## config.mk

```make
export PLATFORM = sky130hd
export DESIGN_NAME = axi4_lite_multi_read_master
export DESIGN_NICKNAME = d
export VERILOG_FILES = /design/src/rtl/axi4_lite_multi_read_master.sv
export SDC_FILE = /design/constraint.sdc
export NUM_CORES = 1
export LEC_CHECK = 0
export CORE_MARGIN = 2
export CORE_UTILIZATION = 35
export DETAILED_ROUTE_END_ITERATION = 10
export HOLD_SLACK_MARGIN = 0.15
export PLACE_DENSITY = 0.71
export SLEW_MARGIN = 0
export SYNTH_ARGS = -nofsm -noshare
export SYNTH_HDL_FRONTEND = slang
export SYNTH_SLANG_ARGS = --single-unit
```

## constraint.sdc

```tcl
create_clock -name clk -period 3.54 [get_ports clk]
set_input_delay 0.885 -clock clk [delete_from_list [all_inputs] [get_ports clk]]
set_output_delay 0.885 -clock clk [all_outputs]
set_load 0.005 [all_outputs]
```

## src/rtl/axi4_lite_multi_read_master.sv

```systemverilog
// axi4_lite_multi_read_master
//   Pipelined AXI4-Lite read master. It accepts a command (start address and
//   beat count minus one) and issues a run of incrementing single-beat reads.
//   Up to MAX_OUTSTANDING reads may be in flight. AR and R are decoupled.
//   Read beats are returned on a registered valid/ready stream with the
//   response code and a last flag.
//
// Ports
//   clk, resetn             clock (rising edge), asynchronous active-low reset
//   cmd_valid/cmd_ready     command handshake (cmd_ready high only when idle)
//   cmd_addr, cmd_len       start address (beat aligned), beats minus one
//   out_valid/out_ready     returned-beat stream handshake
//   out_data/out_resp       captured RDATA / RRESP
//   out_last                final beat of the command
//   busy                    high while a command is active
//   err                     sticky: any RRESP[1] or watchdog expiry; cleared on accept
//   timeout                 sticky watchdog flag (0 when the watchdog is not built)
//   ARADDR/ARPROT/ARVALID/ARREADY, RDATA/RRESP/RVALID/RREADY  AXI4-Lite read channels
//
// Build option
//   AXI4LITE_RD_TIMEOUT_EN  builds a watchdog that sets timeout/err after
//                           TIMEOUT_CYCLES cycles with reads outstanding and
//                           no R handshake.
module axi4_lite_multi_read_master #(
    parameter int unsigned ADDR_WIDTH      = 32,
    parameter int unsigned DATA_WIDTH      = 32,
    parameter int unsigned MAX_OUTSTANDING = 4,
    parameter int unsigned LEN_WIDTH       = 8,
    parameter int unsigned TIMEOUT_CYCLES  = 1024
) (
    input  logic                  clk,
    input  logic                  resetn,
    input  logic                  cmd_valid,
    output logic                  cmd_ready,
    input  logic [ADDR_WIDTH-1:0] cmd_addr,
    input  logic [LEN_WIDTH-1:0]  cmd_len,
    output logic                  out_valid,
    input  logic                  out_ready,
    output logic [DATA_WIDTH-1:0] out_data,
    output logic [1:0]            out_resp,
    output logic                  out_last,
    output logic                  busy,
    output logic                  err,
    output logic                  timeout,
    output logic [ADDR_WIDTH-1:0] ARADDR,
    output logic [2:0]            ARPROT,
    output logic                  ARVALID,
    input  logic                  ARREADY,
    input  logic [DATA_WIDTH-1:0] RDATA,
    input  logic [1:0]            RRESP,
    input  logic                  RVALID,
    output logic                  RREADY
);

    if (!(DATA_WIDTH == 32 || DATA_WIDTH == 64)) begin : g_bad_data_width
        $error("DATA_WIDTH must be 32 or 64");
    end
    if (MAX_OUTSTANDING < 1 || MAX_OUTSTANDING > 15) begin : g_bad_max_outstanding
        $error("MAX_OUTSTANDING must be in 1..15");
    end
    if (TIMEOUT_CYCLES < 1) begin : g_bad_timeout
        $error("TIMEOUT_CYCLES must be at least 1");
    end

    localparam logic [ADDR_WIDTH-1:0] ADDR_STEP = ADDR_WIDTH'(DATA_WIDTH / 8);
    localparam logic [3:0]            MAX_OUT   = 4'(MAX_OUTSTANDING);
    localparam logic [LEN_WIDTH:0]    CNT_ONE   = (LEN_WIDTH+1)'(1);

    typedef enum logic [1:0] {IDLE, RUN, DRAIN} state_t;

    state_t                state;
    logic [ADDR_WIDTH-1:0] addr_q;
    logic [LEN_WIDTH:0]    issue_rem;
    logic [LEN_WIDTH:0]    recv_rem;
    logic [3:0]            outstanding;
    logic                  ar_hs;
    logic                  r_hs;
    logic                  out_hs;

    assign cmd_ready = (state == IDLE);
    assign busy      = (state != IDLE);
    assign ARADDR    = addr_q;
    assign ARPROT    = 3'b000;
    // Derived only from registers that change on the AR handshake itself,
    // so ARVALID/ARADDR cannot drop or move while waiting for ARREADY.
    assign ARVALID   = (state == RUN) && (issue_rem != '0) && (outstanding < MAX_OUT);
    assign RREADY    = busy && (!out_valid || out_ready);

    assign ar_hs  = ARVALID && ARREADY;
    // A beat with nothing outstanding is a slave protocol error and is dropped.
    assign r_hs   = RVALID && RREADY && (outstanding != '0);
    assign out_hs = out_valid && out_ready;

`ifdef AXI4LITE_RD_TIMEOUT_EN
    localparam int unsigned       WD_W     = $clog2(TIMEOUT_CYCLES + 1);
    localparam logic [WD_W-1:0]   WD_LIMIT = WD_W'(TIMEOUT_CYCLES);
    localparam logic [WD_W-1:0]   WD_LAST  = WD_W'(TIMEOUT_CYCLES - 1);

    logic [WD_W-1:0] wd_cnt;
    logic            timeout_q;

    assign timeout = timeout_q;
`else
    assign timeout = 1'b0;
`endif

    always_ff @(posedge clk or negedge resetn) begin
        if (!resetn) begin
            state       <= IDLE;
            addr_q      <= '0;
            issue_rem   <= '0;
            recv_rem    <= '0;
            outstanding <= '0;
            out_valid   <= 1'b0;
            out_data    <= '0;
            out_resp    <= '0;
            out_last    <= 1'b0;
            err         <= 1'b0;
`ifdef AXI4LITE_RD_TIMEOUT_EN
            wd_cnt      <= '0;
            timeout_q   <= 1'b0;
`endif
        end else begin
            case (state)
                IDLE: begin
                    if (cmd_valid) begin
                        state     <= RUN;
                        addr_q    <= cmd_addr;
                        issue_rem <= (LEN_WIDTH+1)'(cmd_len) + CNT_ONE;
                        recv_rem  <= (LEN_WIDTH+1)'(cmd_len) + CNT_ONE;
                        err       <= 1'b0;
`ifdef AXI4LITE_RD_TIMEOUT_EN
                        timeout_q <= 1'b0;
`endif
                    end
                end
                RUN: begin
                    if (ar_hs) begin
                        addr_q    <= addr_q + ADDR_STEP;
                        issue_rem <= issue_rem - CNT_ONE;
                        if (issue_rem == CNT_ONE) begin
                            state <= DRAIN;
                        end
                    end
                end
                DRAIN: begin
                    if (out_hs && out_last) begin
                        state <= IDLE;
                    end
                end
                default: state <= IDLE;
            endcase

            case ({ar_hs, r_hs})
                2'b10:   outstanding <= outstanding + 4'd1;
                2'b01:   outstanding <= outstanding - 4'd1;
                default: outstanding <= outstanding;
            endcase

            // RREADY already guarantees the register is empty or being drained.
            if (r_hs) begin
                out_valid <= 1'b1;
                out_data  <= RDATA;
                out_resp  <= RRESP;
                out_last  <= (recv_rem == CNT_ONE);
                recv_rem  <= recv_rem - CNT_ONE;
                if (RRESP[1]) begin
                    err <= 1'b1;
                end
            end else if (out_hs) begin
                out_valid <= 1'b0;
            end

`ifdef AXI4LITE_RD_TIMEOUT_EN
            if ((outstanding != '0) && !r_hs) begin
                if (wd_cnt != WD_LIMIT) begin
                    wd_cnt <= wd_cnt + 1'b1;
                end
                if (wd_cnt == WD_LAST) begin
                    timeout_q <= 1'b1;
                    err       <= 1'b1;
                end
            end else begin
                wd_cnt <= '0;
            end
`endif
        end
    end

endmodule

```

Word level (Yosys, flattened, before mapping)
Cells that the tools add are included.
- bits in registers: 93
- bits of input ports: 80
- word-level logic and storage cells: 69
- add/subtract/negate cells: 6
- $lt $le $gt $ge: 1
- eq/ne operators: 10
- mux-type cells: 20
- reduce and logical (&&, ||, !) cells: 22
- operator list (kind ; number):
    32-bit 2-to-1 mux ; 2
    32-bit one-hot mux with 2 select lines ; 1
    9-bit 2-to-1 mux ; 4
    32-bit by 3-bit adder with 32-bit output, second input constant ; 1
    9-bit by 1-bit equality test with 1-bit output, second input constant ; 2
    9-bit one-hot mux with 2 select lines ; 1
    9-bit by 1-bit subtractor with 9-bit output, second input constant ; 2
    2-bit nonzero test ; 6
    8-bit by 1-bit adder with 9-bit output, second input constant ; 1
    9-bit nonzero test ; 1
    1-bit logical AND ; 8
    2-bit 2-to-1 mux ; 4
    4-bit one-hot mux with 2 select lines ; 1
    1-bit 2-to-1 mux ; 6
    2-bit inequality test, second input constant ; 3
    2-bit one-hot mux with 3 select lines ; 1
    4-bit by 1-bit adder with 4-bit output, second input constant ; 1
    2-bit by 1-bit equality test with 1-bit output, second input constant ; 2
    2-bit equality test, second input constant ; 2
    4-bit by 3-bit less-than comparator with 1-bit output, second input constant ; 1
    4-bit AND reduction ; 1
    4-bit nonzero test ; 1
    4-bit by 1-bit subtractor with 4-bit output, second input constant ; 1
    3-bit AND reduction ; 1
    5 further kinds ; 5

Longest topological paths before layout
Gate-level depths: netlist of run 1.
- depth after elaboration: 7
- mapped depth: 12
- depth with buffers taken out: 11

Least setup slack after synthesis of run 1
No wires, ideal clock.
- path kind: input-to-reg
- start point: in out_ready
- end point: reg outstanding[3]
- library setup time: 0.125 ns
- arrival time: 2.819 ns
- path slack: 0.596 ns
- stages on the path: 11
- buffers on the path: 1
- cells stage by stage: nand2b_1 > nand4_1 > inv_2 > buf_1 > ha_1 > ha_1 > a21o_1 > a21oi_1 > xnor2_1 > nor2_1 > xor2_1
- longest elaborated chain between the ends: 6
- elaborated cells between the ends (all ways): 8
- ends and longest elaborated chain (item ; RTL line ; RTL):
    start, declared ; 38 ; input logic out_ready,
    1-bit logical OR * ; 87 ; assign RREADY = busy && (!out_valid || out_ready);
    1-bit logical AND * ; 87 ;
    1-bit logical AND * (2 in series) ; 91 ; assign r_hs = RVALID && RREADY && (outstanding != '0);
    net r_hs ; 77 ; logic r_hs;
    2-bit by 1-bit equality test with 1-bit output / 2-bit equality test (equally long branches) ; 154 ; case ({ar_hs, r_hs})
    4-bit one-hot mux with 2 select lines / 2-bit nonzero test (equally long branches) ; - ;
    end signal, assigned ; 155 ; 2'b10: outstanding <= outstanding + 4'd1;
    end signal, assigned ; 156 ; 2'b01: outstanding <= outstanding - 4'd1;
    end signal, assigned ; 157 ; default: outstanding <= outstanding;
    end, declared ; 75 ; logic [3:0] outstanding;
The timed path passes the listed nets; every way through them passes the cells marked *.
A chain may end at the register's enable or synchronous reset.

Final worst setup path of run 1
- start point: in out_ready
- end point: out RREADY
- longest elaborated chain between the ends: 2
- ends and longest elaborated chain (item ; RTL line ; RTL):
    1-bit logical OR ; 87 ;
    1-bit logical AND ; 87 ;
    end, declared ; 52 ; output logic RREADY
Every way passes these cells.

==> summary.md, run 1 <==
| Metric | Value |
|---|---|
| Remaining number of nets flagged by the antenna check after routing | `0` |
| Number of detailed-routing iterations run before antenna repair | `5` |
| Overall Power | `5.61 mW` |
| F_max | `0.329 GHz` |
| Weighted congestion at the end of routability-driven global placement | `roughly 0.88` |
| Setup repair after global routing missed its margin | `no` |
| Final Hold Viols | `0` |
| Detailed-placement wirelength estimate | `10900 µm` |
| Register-to-Register Path Depth | `9` |
| Wirelength per Cell | `16.3 µm` |
| Floorplan die width | `124 µm` |
| Clock Latency Late Sink | `340 ps` |
| Status | `finished, final reports clean` |
| Start-to-end type of the worst setup path | `in2out` |
| Core Area | `around 14000 µm²` |
| Cell repeated most along the worst path | `sky130_fd_sc_hd__clkdlybuf4s50_1` |
| Worst slew margin relative to its limit | `0.321` |
| Clk sinks | `a little over 90` |
| Total via count in the routed design | `4937` |
| Detailed-route DRC error count | `0` |
| Wire length of the first global-routing pass | `23600 µm` |
| Share of the clock period used by the worst path after layout | `0.859` |
| Final core utilization | `0.500` |
| Synthesis-stage register bit count | `93` |
| Maximum number of pins on one net before global-route repair | `49` |
| CTS hold repair buffers | `0` |
| Final Max Tran Viols | `0` |
| Number of setup violations in the final report | `0` |
| Required time of the critical path | `2650 ps` |
| Worst min-delay path class | `reg2reg` |
| Initial standard-cell utilization of the core | `0.360` |
| Count of mapped cells out of synthesis | `588` |
| Levels on crit path | `4` |
| Crit path largest cell delay | `slightly below 500 ps` |
| Sequential share of the synthesized area | `0.464` |
| Die area | `15300 µm²` |
| Setup Skew | `6.11 ps` |
| Setup tns final | `0 ps` |
| Placement row count | `43` |
| Area share of the leading cell type in the synthesized netlist | `0.464` |
| Number of DRC markers after the initial detailed-route iteration | `236` |
| FF-to-FF End | `outstanding[3]$_DFFE_PN0P_` |
| Number of global-route vias before repair | `about 4.7k` |
| Count of port buffers added during placement | `around 150` |
| ANT cells | `0` |
| Share of final-layout standard cells stronger than drive strength 1 | `0.0505` |
| Clock-pin slew of the registers on the worst-case setup and hold paths | `60 ps` |
| Top post-synthesis cells by area | `sky130_fd_sc_hd__dfrtp_1, sky130_fd_sc_hd__nand2_1, sky130_fd_sc_hd__a21oi_1, sky130_fd_sc_hd__nor2_1, sky130_fd_sc_hd__ha_1` |
| Total wirelength of the detailed-routed design | `around 15000 µm` |
| Buffers & Inverters on Critical Path | `2` |
| Distinct cells, synth | `58` |
| Max-capacitance violation count | `0` |
| Synth area leader | `sky130_fd_sc_hd__dfrtp_1` |
| Crit path to | `RREADY` |
| Leakage power | `between 3 and 4 nW` |
| Hold Worst Slack | `476 ps` |
| Total GRT Usage | `0.197` |
| Routed vias/inst | `5.41` |
| Post-placement worst setup slack | `449 ps` |
| Die Ht | `124 µm` |
| CTS tree | `yes` |
| Share of synthesized flip-flops with an asynchronous set or reset | `1.00` |
| Power per standard cell area | `804 nW/µm²` |
| Area growth, synth to finish | `39.2%` |
| Number of enable-type register cells in the synthesized netlist | `0` |
| Critical Path Fanout Max | `3` |
| Transition at the pin with the smallest max-transition slack | `1020 ps` |
| Total standard cell area after synthesis | `5010 µm²` |
| Final WS setup | `around 500 ps` |
| Buffers inserted during post-CTS setup optimization | `0` |
| Minimum clock period after layout | `around 3000 ps` |
| Data arrival, critical path | `2150 ps` |
| Number of buffers added by the clock tree synthesis step | `9` |
| Cell at the root of the clock tree | `sky130_fd_sc_hd__clkbuf_16` |
| Cell family with the largest share of critical-path delay | `buffers and inverters` |
| Worst setup path startpoint | `out_ready` |
| Sequence of cells on the critical path | `clkdlybuf4s50_1 > nand2b_1 > and2_1 > clkdlybuf4s50_1` |
| Maximum level of the CTS H-tree | `3` |
| Source of the worst register-to-register timing path | `issue_rem[2]$_DFFE_PN0P_` |
| Post-cts resize count | `0` |
| Critical Path End Type | `output pin` |
| Avg Inst Size Synth | `~8.5 µm²` |
| Gr ovfl total | `0` |
| Launching element type of the critical path | `input port` |
| Number of buffers on the longest clock path | `2` |
| Worst vdd ir | `0.392 mV` |
| Number of antenna violations at the first check in global routing | `0` |
| Final net count | `about 820` |
| Top Ports | `157` |
| Yosys warnings | `0` |
| Crit-path slowest cell | `sky130_fd_sc_hd__clkdlybuf4s50_1` |
| Register-to-register setup slack | `approximately 750 ps` |
| Prevailing post-synth register cell | `sky130_fd_sc_hd__dfrtp_1` |
==> synthesized netlist by cell type (3+ instances only) <==
| master | n |
|---|---|
| sky130_fd_sc_hd__buf_2 | 5 |
| sky130_fd_sc_hd__dfrtp_1 | 93 |
| sky130_fd_sc_hd__buf_4 | 6 |
| sky130_fd_sc_hd__o21ai_1 | 8 |
| sky130_fd_sc_hd__nand2_1 | 155 |
| sky130_fd_sc_hd__ha_1 | 10 |
| sky130_fd_sc_hd__and4_1 | 8 |
| sky130_fd_sc_hd__or3_1 | 3 |
| sky130_fd_sc_hd__nand3_1 | 19 |
| sky130_fd_sc_hd__and2_1 | 8 |
| sky130_fd_sc_hd__clkbuf_1 | 18 |
| sky130_fd_sc_hd__a21o_1 | 3 |
| sky130_fd_sc_hd__nand2b_1 | 4 |
| sky130_fd_sc_hd__o31ai_1 | 4 |
| sky130_fd_sc_hd__nor2_1 | 36 |
| sky130_fd_sc_hd__nor4_1 | 3 |
| sky130_fd_sc_hd__and3_1 | 6 |
| sky130_fd_sc_hd__nand4_1 | 12 |
| sky130_fd_sc_hd__buf_1 | 3 |
| sky130_fd_sc_hd__o21ai_0 | 19 |
| sky130_fd_sc_hd__a211oi_1 | 6 |
| sky130_fd_sc_hd__inv_1 | 13 |
| sky130_fd_sc_hd__a311oi_1 | 4 |
| sky130_fd_sc_hd__xnor2_1 | 8 |
| sky130_fd_sc_hd__a22o_1 | 3 |
| sky130_fd_sc_hd__o22ai_1 | 17 |
| sky130_fd_sc_hd__a31oi_1 | 7 |
| sky130_fd_sc_hd__o22a_1 | 5 |
| sky130_fd_sc_hd__a21oi_1 | 53 |
| sky130_fd_sc_hd__nor3_1 | 11 |
| sky130_fd_sc_hd__or4_1 | 3 |
==> registers in the layout, indices dropped and copies added (netlist names) <==
| name | cells |
|---|---|
| err | 1 |
| issue_rem | 9 |
| out_valid | 1 |
| outstanding | 4 |
| state | 2 |
| out_data | 32 |
| ARADDR | 32 |
| out_last | 1 |
| out_resp | 2 |
| recv_rem | 9 |
==> cell type report <==
cell class / instances / area (µm²)
inverters: 15 / 56.3
flip-flops and latches: 93 / 2330
clock buffers: 10 / 229
fillers: 1269 / 6960
repair buffers: 161 / 1600
clock inverters: 4 / 51.3
multi-input cells: 450 / 2490
well taps: 180 / 225
==> layout by cell type (no fill, tap or decap), types with 3 or more instances in the layout <==
master / count
sky130_fd_sc_hd__o31ai_1: 4
sky130_fd_sc_hd__or3_1: 3
sky130_fd_sc_hd__a211oi_1: 6
sky130_fd_sc_hd__nor4_1: 3
sky130_fd_sc_hd__nand3_1: 19
sky130_fd_sc_hd__a31oi_1: 7
sky130_fd_sc_hd__nand2b_1: 4
sky130_fd_sc_hd__ha_1: 10
sky130_fd_sc_hd__xnor2_1: 8
sky130_fd_sc_hd__and2_1: 8
sky130_fd_sc_hd__a21oi_1: 53
sky130_fd_sc_hd__clkdlybuf4s50_1: 151
sky130_fd_sc_hd__inv_1: 13
sky130_fd_sc_hd__buf_4: 9
sky130_fd_sc_hd__o22a_1: 5
sky130_fd_sc_hd__or4_1: 3
sky130_fd_sc_hd__nor2_1: 35
sky130_fd_sc_hd__o21ai_0: 19
sky130_fd_sc_hd__and4_1: 8
sky130_fd_sc_hd__o21ai_1: 8
sky130_fd_sc_hd__nor3_1: 11
sky130_fd_sc_hd__conb_1: 4
sky130_fd_sc_hd__a22o_1: 3
sky130_fd_sc_hd__a311oi_1: 4
sky130_fd_sc_hd__a21o_1: 3
sky130_fd_sc_hd__o22ai_1: 17
sky130_fd_sc_hd__clkbuf_16: 9
sky130_fd_sc_hd__nand4_1: 12
sky130_fd_sc_hd__dfrtp_1: 93
sky130_fd_sc_hd__and3_1: 6
sky130_fd_sc_hd__nand2_1: 155
==> cells by family after synthesis <==
| family | share of synthesized area |
|---|---|
| other | 0.000748 |
| XOR/XNOR | 0.0175 |
| flip-flops | 0.464 |
| AND/OR/NAND/NOR | 0.253 |
| multiplexers | 0.00200 |
| AO/OA/AOI/OAI | 0.191 |
| adder cells (fa/ha/maj) | 0.0290 |
| buffers and inverters | 0.0432 |
==> metrics by stage <==
stage / instances / instance area, µm²
after global routing: 913 / 6970
final: 913 / 6970
after detailed placement: 899 / 6690
after CTS: 913 / 6970
after floorplan: 591 / 5020
after global placement: 899 / 6690
==> tightest hold or removal path, cell delays in order (launching register included) <==
cell                      delay [ps]
sky130_fd_sc_hd__dfrtp_1         340
sky130_fd_sc_hd__nand2_1          50
sky130_fd_sc_hd__nand2_1          60
==> per-layer routing <==
metal | GRT usage | share of wire
met1 | 0.254 | 0.43
met2 | 0.322 | 0.46
met3 | 0.0453 | 0.092
met4 | 0.0732 | 0.019
met5 | 0 | 0
==> report_power, final <==
part / switching [mW] / internal, mW / leakage, nW / total [mW]
logic: 1.29 / 1.34 / 1.75 / 2.63
registers: 0.492 / 1.55 / 1.12 / 2.04
clock network: 0.403 / 0.540 / 0.134 / 0.943
==> worst min path at each step <==
stage,from,to,slack [ps],depth (start not counted)
floorplan,ARADDR[0]$_DFFE_PN0P_,ARADDR[0]$_DFFE_PN0P_,470,2
CTS,ARADDR[1]$_DFFE_PN0P_,ARADDR[1]$_DFFE_PN0P_,480,2
finish,ARADDR[1]$_DFFE_PN0P_,ARADDR[1]$_DFFE_PN0P_,480,2
global route,out_data[26]$_DFFE_PN0N_,out_data[26]$_DFFE_PN0N_,500,2
global placement,out_data[26]$_DFFE_PN0N_,out_data[26]$_DFFE_PN0N_,460,2
detailed placement,ARADDR[1]$_DFFE_PN0P_,ARADDR[1]$_DFFE_PN0P_,460,2
Note: power is estimated with default switching activity, not from simulation.
==> run 2, diff against run 1 <==
--- a/config.mk
+++ b/config.mk
@@ -5,11 +5,13 @@
 export SDC_FILE = /design/constraint.sdc
 export NUM_CORES = 1
 export LEC_CHECK = 0
+export CAP_MARGIN = 20
 export CORE_MARGIN = 2
 export CORE_UTILIZATION = 35
 export DETAILED_ROUTE_END_ITERATION = 10
+export DONT_BUFFER_PORTS = 1
 export HOLD_SLACK_MARGIN = 0.15
-export PLACE_DENSITY = 0.71
+export PLACE_DENSITY = 0.57
 export SLEW_MARGIN = 0
 export SYNTH_ARGS = -nofsm -noshare
 export SYNTH_HDL_FRONTEND = slang
==> summary.md, run 2 (synthesis results as in run 1) <==
| Metric | Value |
|---|---|
| Number of DRC markers after the initial detailed-route iteration | `236` |
| Transition at the pin with the smallest max-transition slack | `746 ps` |
| Launching element type of the critical path | `flip-flop` |
| Setup repair after global routing missed its margin | `no` |
| Final net count | `~670` |
| Crit path largest cell delay | `570 ps` |
| ANT cells | `0` |
| Cell at the root of the clock tree | `sky130_fd_sc_hd__clkbuf_16` |
| Setup Skew | `10.2 ps` |
| Crit-path slowest cell | `sky130_fd_sc_hd__or4_4` |
| Initial standard-cell utilization of the core | `0.360` |
| Clock Latency Late Sink | `360 ps` |
| Gate power share | `0.354` |
| Clock-pin slew of the registers on the worst-case setup and hold paths | `70 ps` |
| Critical Path Fanout Max | `7` |
| Setup tns final | `0 ps` |
| Most frequent cells in the layout | `sky130_fd_sc_hd__nand2_1, sky130_fd_sc_hd__dfrtp_1, sky130_fd_sc_hd__a21oi_1` |
| Part of the power in the clock network | `0.209` |
| CTS tree | `yes` |
| Area growth, synth to finish | `9.16%` |
| Number of buffers added by the clock tree synthesis step | `9` |
| Internal Pwr Total | `between 2 and 3 mW` |
| Filler Cell Count | `1443` |
| Placement row count | `43` |
| Number of detailed-routing iterations run before antenna repair | `5` |
| Routed vias/inst | `5.67` |
| Sequence of cells on the critical path | `or4_4 > o311ai_4 > ha_1 > ha_1 > a21o_1 > a21oi_1 > xnor2_1 > nor2_1 > xor2_1` |
| Gr ovfl total | `0` |
| Number of antenna violations at the first check in global routing | `0` |
| Share of the clock period used by the worst path after layout | `0.767` |
| Worst slew margin relative to its limit | `0.503` |
| Final Max Tran Viols | `0` |
| F_max | `around 0.37 GHz` |
| Wire length of the first global-routing pass | `20900 µm` |
| Floorplan die width | `roughly 120 µm` |
| Worst vdd ir | `0.454 mV` |
| Final Hold Viols | `0` |
| Die area | `15300 µm²` |
| Count of port buffers added during placement | `0` |
| Post-placement worst setup slack | `833 ps` |
| CTS hold repair buffers | `0` |
| Power per standard cell area | `882 nW/µm²` |
| Net switching power of the design | `2.07 mW` |
| Clk sinks | `a little over 90` |
| Number of setup violations in the final report | `0` |
| Core Area | `between 10000 and 15000 µm²` |
| Remaining number of nets flagged by the antenna check after routing | `0` |
| Total via count in the routed design | `4312` |
| Detailed-route DRC error count | `0` |
| Minimum clock period after layout | `between 2000 and 3000 ps` |
| Cell repeated most along the worst path | `sky130_fd_sc_hd__ha_1` |
| Share of final-layout standard cells stronger than drive strength 1 | `0.0654` |
| Required time of the critical path | `3780 ps` |
| Max-capacitance violation count | `0` |
| Weighted congestion at the end of routability-driven global placement | `0.862` |
| Data arrival, critical path | `2950 ps` |
| Start-to-end type of the worst setup path | `reg2reg` |
| Cell family with the largest share of critical-path delay | `compound AO/OA/AOI/OAI gates` |
| Switching portion of total power | `0.428` |
| Critical Path End Type | `flip-flop` |
| Wirelength per Cell | `17.6 µm` |
| Top Ports | `157` |
| Maximum level of the CTS H-tree | `3` |
| Power share of the sequential group | `0.438` |
| Total GRT Usage | `0.176` |
| Detailed-placement wirelength estimate | `9610 µm` |
| Final WS setup | `approximately 830 ps` |
| Total wirelength of the detailed-routed design | `13400 µm` |
| Number of global-route vias before repair | `4083` |
| Number of buffers on the longest clock path | `2` |
| Buffers inserted during post-CTS setup optimization | `0` |
| Post-cts resize count | `0` |
| Most common cell after layout, fill and taps aside | `sky130_fd_sc_hd__nand2_1` |
| Die Ht | `roughly 120 µm` |
| Worst min-delay path class | `in2async` |
| Maximum number of pins on one net before global-route repair | `94` |
| Buffers & Inverters on Critical Path | `0` |
| Status | `finished, final reports clean` |
| Hold Worst Slack | `221 ps` |
| Leakage power | `approximately 2.4 nW` |
## run 2: cell count changes in the layout (fill, tap and decap cells not counted), sizes merged
cell           delta
clkdlybuf4s50   -151
clkinvlp          +1
clkbuf            -1
buf               -3
inv               +2
## run 2: final cells by class
type / instances / area (µm²) / area share
multi-input cells: 450 / 2490 / 0.455
flip-flops and latches: 93 / 2330 / 0.425
clock buffers: 9 / 225 / 0.0412
well taps: 180 / 225 / 0.0412
clock inverters: 7 / 82.6 / 0.0151
repair buffers: 7 / 65.1 / 0.0119
inverters: 15 / 56.3 / 0.0103
## run 2: power by group through the flow
| stage | sequential, mW | clock [mW] | combinational [mW] |
|---|---|---|---|
| 2_1_floorplan | 1.97 | 0 | 1.40 |
| 3_3_place_gp | 2.12 | 0 | 1.64 |
| 3_5_place_dp | 2.13 | 0 | 1.72 |
| 4_1_cts | 2.11 | 1.05 | 1.72 |
| 5_1_grt | 2.20 | 1.09 | 1.96 |
| 6_report | 2.11 | 1.01 | 1.71 |
## run 2: per-stage QoR
stage | instance area (µm²) | power, mW | cells | utilization
floorplan | 5020 | 3.37 | 591 | -
global placement | 5160 | 3.76 | 745 | 0.370
detailed placement | 5160 | 3.85 | 745 | 0.370
CTS | 5470 | 4.88 | 761 | 0.393
global route | 5470 | 5.25 | 761 | 0.393
finish | 5470 | 4.83 | 761 | 0.393
## run 2: path summary, 6_finish.rpt
kind / start / to / slack (ps) / cells past startpoint
setup / recovery: issue_rem[2]$_DFFE_PN0P_ / outstanding[3]$_DFFE_PN0P_ / 830 / 9
hold / removal: resetn / out_data[15]$_DFFE_PN0N_ / 220 / 0
setup reg to reg: issue_rem[2]$_DFFE_PN0P_ / outstanding[3]$_DFFE_PN0P_ / 830 / 9
hold reg to reg: out_data[23]$_DFFE_PN0N_ / out_data[23]$_DFFE_PN0N_ / 500 / 2
max in group asynchronous: resetn / ARADDR[6]$_DFFE_PN0P_ / 3200 / 0
min in group clk: out_data[23]$_DFFE_PN0N_ / out_data[23]$_DFFE_PN0N_ / 500 / 2
## run 2: metal layers
metal	track usage	up-vias	part of all wire
met5	0	-	0
met4	0.0625	0	0.016
met3	0.0691	16	0.11
met2	0.283	191	0.47
met1	0.214	2064	0.41
li1	-	2041	-
## run 2: worst reg2reg max path, cell delays in order, from the launching register on
cell,delay (ps)
sky130_fd_sc_hd__dfrtp_1,440
sky130_fd_sc_hd__or4_4,570
sky130_fd_sc_hd__o311ai_4,390
sky130_fd_sc_hd__ha_1,260
sky130_fd_sc_hd__ha_1,240
sky130_fd_sc_hd__a21o_1,180
sky130_fd_sc_hd__a21oi_1,170
sky130_fd_sc_hd__xnor2_1,140
sky130_fd_sc_hd__nor2_1,70
sky130_fd_sc_hd__xor2_1,140
